$ cat config.mk
export PLATFORM = sky130hd
export DESIGN_NAME = dnn_layer_sequencer
export DESIGN_NICKNAME = d
export VERILOG_FILES = /design/src/rtl/dnn_layer_sequencer.sv
export SDC_FILE = /design/constraint.sdc
export NUM_CORES = 1
export LEC_CHECK = 0
export CELL_PAD_IN_SITES_DETAIL_PLACEMENT = 0
export CELL_PAD_IN_SITES_GLOBAL_PLACEMENT = 1
export CORE_ASPECT_RATIO = 1.4
export CORE_MARGIN = 2
export CORE_UTILIZATION = 49
export DETAILED_ROUTE_END_ITERATION = 8
export DONT_BUFFER_PORTS = 1
export GPL_ROUTABILITY_DRIVEN = 0
export GPL_TIMING_DRIVEN = 1
export HOLD_SLACK_MARGIN = 0.02
export PLACE_DENSITY_LB_ADDON = 0.1
export SYNTH_ARGS = -nofsm -noshare
export SYNTH_HDL_FRONTEND = slang
export SYNTH_SLANG_ARGS = --single-unit
$ cat constraint.sdc
create_clock -name clk -period 3.85 [get_ports clk]
set_input_delay 0.77 -clock clk [delete_from_list [all_inputs] [get_ports clk]]
set_output_delay 0.77 -clock clk [all_outputs]
set_load 0.05 [all_outputs]
$ cat src/rtl/dnn_layer_sequencer.sv
// dnn_layer_sequencer: loads an input grid row by row, steps a compute engine through five layers,
// ping-pongs the activation buffer and collects result beats for one frame.
module dnn_layer_sequencer #(
    parameter int ROW_NUM = 8,
    parameter int OUT_NUM = 8
) (
    input  logic                       clk,
    input  logic                       rst,
    input  logic                       en,
    input  logic                       input_grid_iv,
    output logic                       grid_we,
    output logic [$clog2(ROW_NUM)-1:0] grid_row_addr,
    output logic                       layer_start,
    output logic [2:0]                 layer_id,
    input  logic                       layer_done,
    output logic                       buf_sel,
    input  logic                       result_iv,
    output logic                       busy,
    output logic                       frame_done,
    output logic [1:0]                 err
);
    localparam int RW = $clog2(ROW_NUM);
    localparam int BW = $clog2(OUT_NUM);

    typedef enum logic [2:0] {
        IDLE       = 3'd0,
        INPUT_GRID = 3'd1,
        CONV_1     = 3'd2,
        CONV_2     = 3'd3,
        CONV_3     = 3'd4,
        CLASSIFY_1 = 3'd5,
        CLASSIFY_2 = 3'd6,
        OUTPUT     = 3'd7
    } state_t;

    state_t        state_q, state_d;
    logic [RW-1:0] row_q, row_d;
    logic [BW-1:0] beat_q, beat_d;
    logic          pend_q, pend_d;
    logic          buf_q, buf_d;
    logic [1:0]    err_q, err_d;
    logic          compute, loading;

    always_comb begin
        compute       = state_q >= CONV_1 && state_q <= CLASSIFY_2;
        loading       = state_q == IDLE || state_q == INPUT_GRID;
        grid_we       = !rst && en && input_grid_iv && loading;
        grid_row_addr = state_q == INPUT_GRID ? row_q : '0;
        layer_start   = pend_q && en;
        layer_id      = compute ? state_q : 3'd0;
        busy          = state_q != IDLE;
        frame_done    = en && result_iv && state_q == OUTPUT && beat_q == BW'(OUT_NUM - 1);
        buf_sel       = buf_q;
        err           = err_q;
    end

    always_comb begin
        state_d = state_q;
        row_d   = row_q;
        beat_d  = beat_q;
        pend_d  = pend_q;
        buf_d   = buf_q;
        err_d   = err_q;
        if (en) begin
            // a done seen while the start is still outstanding cannot belong to this layer
            if (layer_done && (!compute || pend_q)) err_d[0] = 1'b1;
            if (input_grid_iv && !loading) err_d[1] = 1'b1;
            if (state_q == IDLE) begin
                if (input_grid_iv) begin
                    state_d = INPUT_GRID;
                    row_d   = RW'(1);
                end
            end else if (state_q == INPUT_GRID) begin
                if (input_grid_iv) begin
                    state_d = row_q == RW'(ROW_NUM - 1) ? CONV_1 : INPUT_GRID;
                    row_d   = row_q == RW'(ROW_NUM - 1) ? '0 : row_q + RW'(1);
                    pend_d  = row_q == RW'(ROW_NUM - 1);
                end
            end else if (compute) begin
                if (pend_q) begin
                    pend_d = 1'b0;
                end else if (layer_done) begin
                    buf_d   = !buf_q;
                    state_d = state_q == CLASSIFY_2 ? OUTPUT : state_t'(state_q + 3'd1);
                    pend_d  = state_q != CLASSIFY_2;
                end
            end else if (result_iv) begin
                state_d = beat_q == BW'(OUT_NUM - 1) ? IDLE : OUTPUT;
                beat_d  = beat_q == BW'(OUT_NUM - 1) ? '0 : beat_q + BW'(1);
                buf_d   = beat_q == BW'(OUT_NUM - 1) ? 1'b0 : buf_q;
            end
        end
    end

    always_ff @(posedge clk or posedge rst) begin
        if (rst) begin
            state_q <= IDLE;
            row_q   <= '0;
            beat_q  <= '0;
            pend_q  <= 1'b0;
            buf_q   <= 1'b0;
            err_q   <= 2'b00;
        end else begin
            state_q <= state_d;
            row_q   <= row_d;
            beat_q  <= beat_d;
            pend_q  <= pend_d;
            buf_q   <= buf_d;
            err_q   <= err_d;
        end
    end
endmodule

Yosys cells after proc, flatten, opt, wreduce, memory -nomap -nowiden
Cells that the tools add are included.
{"block": "classes", "n_bitwise": 3, "muxes": 28, "n_reduce_logical": 30, "add_sub_neg": 3, "order_cmp": 2, "n_eq_ne": 12}
{"cell": "$mux W3", "n": 17}
{"cell": "$eq A3 B3 Y1 const B", "n": 4}
{"cell": "$logic_and A1 B1 Y1", "n": 10}
{"cell": "$mux W1", "n": 10}
{"cell": "$add A3 B1 Y3 const B", "n": 3}
{"cell": "$ne A2 B2 Y1 const B", "n": 4}
{"cell": "$ne A4 B2 Y1 const B", "n": 2}
{"cell": "$reduce_and A4 Y1", "n": 2}
{"cell": "$reduce_bool A2 Y1", "n": 4}
{"cell": "$reduce_and A7 Y1", "n": 1}
{"cell": "$reduce_and A6 Y1", "n": 1}
{"cell": "$reduce_and A5 Y1", "n": 1}
{"cell": "$logic_not A1 Y1", "n": 4}
{"cell": "$reduce_and A2 Y1", "n": 2}
{"cell": "$reduce_bool A4 Y1", "n": 1}
{"cell": "$eq A3 B1 Y1 const B", "n": 1}
{"cell": "$ge A3 B2 Y1 const B", "n": 1}
{"cell": "$le A3 B3 Y1 const B", "n": 1}
{"cell": "$logic_not A3 Y1", "n": 1}
{"cell": "$ne A3 B3 Y1 const B", "n": 1}
{"cell": "$not A1 Y1", "n": 3}
{"cell": "$reduce_bool A3 Y1", "n": 1}
{"cell": "$logic_or A1 B1 Y1", "n": 2}
{"cell": "$mux W2", "n": 1}
{"block": "totals", "regBits": 13, "in_bits": 6, "output_inout_bits": 13}

Longest topological paths before layout
{"block": "depth", "depth_word": 7, "mapped_depth": 9, "mapped_depth_nobuf": 6}

Least setup slack after synthesis
Ideal clock, no wire load.
{"block": "synth_path", "kind": "input-to-output", "start": "input port en", "end": "output port grid_we", "cell_stages": 3, "t_arrival_ns": 2.051, "path_buffers": 1, "slack_ns": 1.029, "path_cell_list": "buf_2 nand2_1 nor3_1"}
{"block": "synth_between", "elab_chain_cells": 3}
{"item": "start, declared", "line": "9", "text": "input logic en,"}
{"item": "$logic_and A1 B1 Y1 (3 in a row)", "line": "47", "text": "grid_we = !rst && en && input_grid_iv && loading;"}
{"item": "end, declared", "line": "11", "text": "output logic grid_we,"}
Every way passes these cells.

Worst setup path in the final report
{"block": "layout_path", "start": "register state_q[1]", "end": "output port frame_done"}
{"block": "layout_between", "elab_chain_cells": 3}
{"item": "start, declared", "line": "36", "text": "state_t state_q, state_d;"}
{"item": "start signal, assigned", "line": "104", "text": "state_q <= state_d;"}
{"item": "$eq A3 B3 Y1", "line": "52", "text": "frame_done = en && result_iv && state_q == OUTPUT && beat_q == BW'(OUT_NUM - 1);"}
{"item": "$logic_and A1 B1 Y1 (2 in a row)", "line": "52"}
{"item": "end, declared", "line": "19", "text": "output logic frame_done,"}
Every way passes these cells.

==> flow_summary.toml <==
[job]
maxCapViolCount = 0

[setup_path]
path_max_fanout = 20
crit_chain = "ha_1 > ha_1 > nand2_1 > nor2_1"
worstSetupPathType = "flop to output pin"
arrival_ns = 2.09
cpPeakStageDelay_ns = 0.70
cp-start-kind = "flop"
crit_required_ns = 3.08
cpMostUsedCell = "ha_1"
ff2ff_path_depth = 6
crit_path_end_kind = "output pin"
critical_path.slowest_cell = "dfrtp_1"

[grt]
overflow = 0
grt_pass1_vias = 860
grt_pass1_wl_mm = 3.97
grt_max_degree = 21
grtUsageTotal = 0.208
antenna_found_initial = 0

[cts]
cts_resized = 0
tritoncts = "done"
cts_setup_buffers = 0
holdBufCountCts = 0
cts.sinks = 13
cts-htree-levels = 1
clock_latency_ns = 0.29
cts.clk_slew.worst_paths_ns = 0.09
cts_max_path_buffers = 2
clock_tree.root_cell = "clkbuf_4"
numCtsBuffers = 3

[floorplanning]
fp.dieH_um = 58.1
start_util = 0.519
die_area_um2 = 2480
coreArea_um2 = 1970
ios = 19
rows = 19
die_w_um = 42.7

[routing]
first_pass_iters = 4
wl_per_cell_um = 15.4
drt-total-wl_mm = 2.22
viasPerCell = 6.01
drt-initial-drc-count = 26
antenna_left = 0
drcViolationCount = 0
vias = 866

[sta]
slew_headroom = 0.406
slew_viol_final = 0
finalHoldViolCount = 0
post-route-min-period_ns = 2.86
tns_ns = 0
setup_viol_count_final = 0
finalCritPeriodShare = 0.743
finalClockSkew_ns = 0.00631
tightest_slew_ns = 0.888
fmax_mhz = 350
rsz0062_at_grt = "false"
worst_slack_ns = 0.991

[yosys]
syn_inst = 124
synth_seq_cells = 13
yosysSeqAreaShare = 0.317
avgSynthCellArea_um2 = 8.26
synth_fp_nets = 138
synth_area_um2 = 1020
yosysWarnings = 0
ys_types = 35

[pwr]
power_uw = 989
ir_drop_mv = 0.553
powerDensity_nw_per_um2 = 947
p_leak_nw = 0.477

[layout]
drive_above_1_share = 0.0732
nets = 138
antennaDiodeCount = 0
final_common_cell = "nand2_1"
area_growth_pct = 1.95
final_cell_mix = "nand2_1, dfrtp_1, nor2_1"

[place]
pre_cts_ws_ns = 1.30
dp_hpwl_mm = 1.61
portBuffers = 0

[status]
status = "finished clean"

[min_path]
min_path_type = "input port to async pin"
## layout make-up
cell class                 instances  area (um^2)
fill                             214          928
multi-input combinational         96          622
sequential                        13          325
inverter                           8         30.0
clock buffer                       4         26.3
tap                               21         26.3
timing repair buffer               2         15.0
## registers in the layout (all words and copies together), names as in the netlist
register / cells
err: 2
row_q: 3
state_q: 3
beat_q: 3
pend_q: 1
buf_sel: 1
## power by group
group / internal (mW) / total (mW) / switching, mW
logic: 0.211 / 0.589 / 0.378
registers: 0.190 / 0.309 / 0.119
clock network: 0.0404 / 0.0911 / 0.0507
total: 0.442 / 0.989 / 0.547
## critical path: cells and delay by family, from the launching register on
kind                     cells  cell delay [ns]
AND/OR/NAND/NOR              2             0.72
flip-flops                   1             0.70
adder cells (fa/ha/maj)      2             0.38
## path summary, 6_finish.rpt
check	from	endpoint	slack [ns]
worst min-delay path	rst	err[1]$_DFFE_PP0P_	0.39
max in group asynchronous	rst	state_q[0]$_DFFE_PP0P_	3.10
min in group clk	beat_q[1]$_DFFE_PP0P_	beat_q[1]$_DFFE_PP0P_	0.51
worst max-delay path	state_q[1]$_DFFE_PP0P_	frame_done	0.99
worst min register to register	beat_q[1]$_DFFE_PP0P_	beat_q[1]$_DFFE_PP0P_	0.51
worst max register to register	state_q[1]$_DFFE_PP0P_	state_q[1]$_DFFE_PP0P_	1.51
## cells in the mapped netlist, drive strengths merged
library cell / n / area, um^2
a211oi: 1 / 7.51
a21bo: 1 / 10.0
a21oi: 5 / 25.0
a22oi: 1 / 7.51
a311o: 1 / 10.0
a31oi: 1 / 6.26
a32o: 1 / 10.0
a32oi: 1 / 8.76
and2: 1 / 6.26
and3: 3 / 18.8
buf: 7 / 47.5
dfrtp: 13 / 325
ha: 8 / 100
inv: 8 / 30.0
mux2: 5 / 56.3
mux2i: 2 / 20.0
nand2: 20 / 75.1
nand2b: 3 / 18.8
nand3: 2 / 10.0
nand3b: 2 / 15.0
nor2: 12 / 45.0
nor2b: 1 / 6.26
nor3: 1 / 5.00
o211ai: 3 / 22.5
o21ai: 8 / 40.0
o21bai: 1 / 7.51
o221a: 1 / 11.3
o221ai: 2 / 17.5
o22ai: 3 / 18.8
o31ai: 2 / 15.0
or2: 2 / 12.5
or3: 1 / 6.26
xnor2: 1 / 8.76
## stage by stage
| step | instances | util | hold slack, ns | area (um^2) |
|---|---|---|---|---|
| after floorplan | 124 | - | 0.468 | 1020 |
| after global placement | 140 | 0.516 | 0.493 | 1020 |
| after detailed placement | 140 | 0.516 | 0.498 | 1020 |
| after CTS | 144 | 0.529 | 0.418 | 1040 |
| after global routing | 144 | 0.529 | 0.444 | 1040 |
| final | 144 | 0.529 | 0.393 | 1040 |
## routing by layer
metal | routed length (um) | share of wire | global-route usage
met1 | 992 | 0.45 | 0.255
met2 | 1100 | 0.50 | 0.355
met3 | 83 | 0.037 | 0.0312
met4 | 43 | 0.019 | 0.0938
met5 | 0 | 0 | 0
## logic make-up (layout without fill, tap and decap cells)
| kind of cell | Yosys count | after routing | share of synthesized area |
|---|---|---|---|
| xor+xnor | 1 | 1 | 0.00855 |
| compound gates | 32 | 32 | 0.212 |
| flops | 13 | 13 | 0.317 |
| mux | 7 | 7 | 0.0745 |
| buf+inv | 15 | 14 | 0.0757 |
| fa+ha+maj | 8 | 8 | 0.0977 |
| simple gates | 48 | 48 | 0.214 |
(Power assumes the default switching activity.)
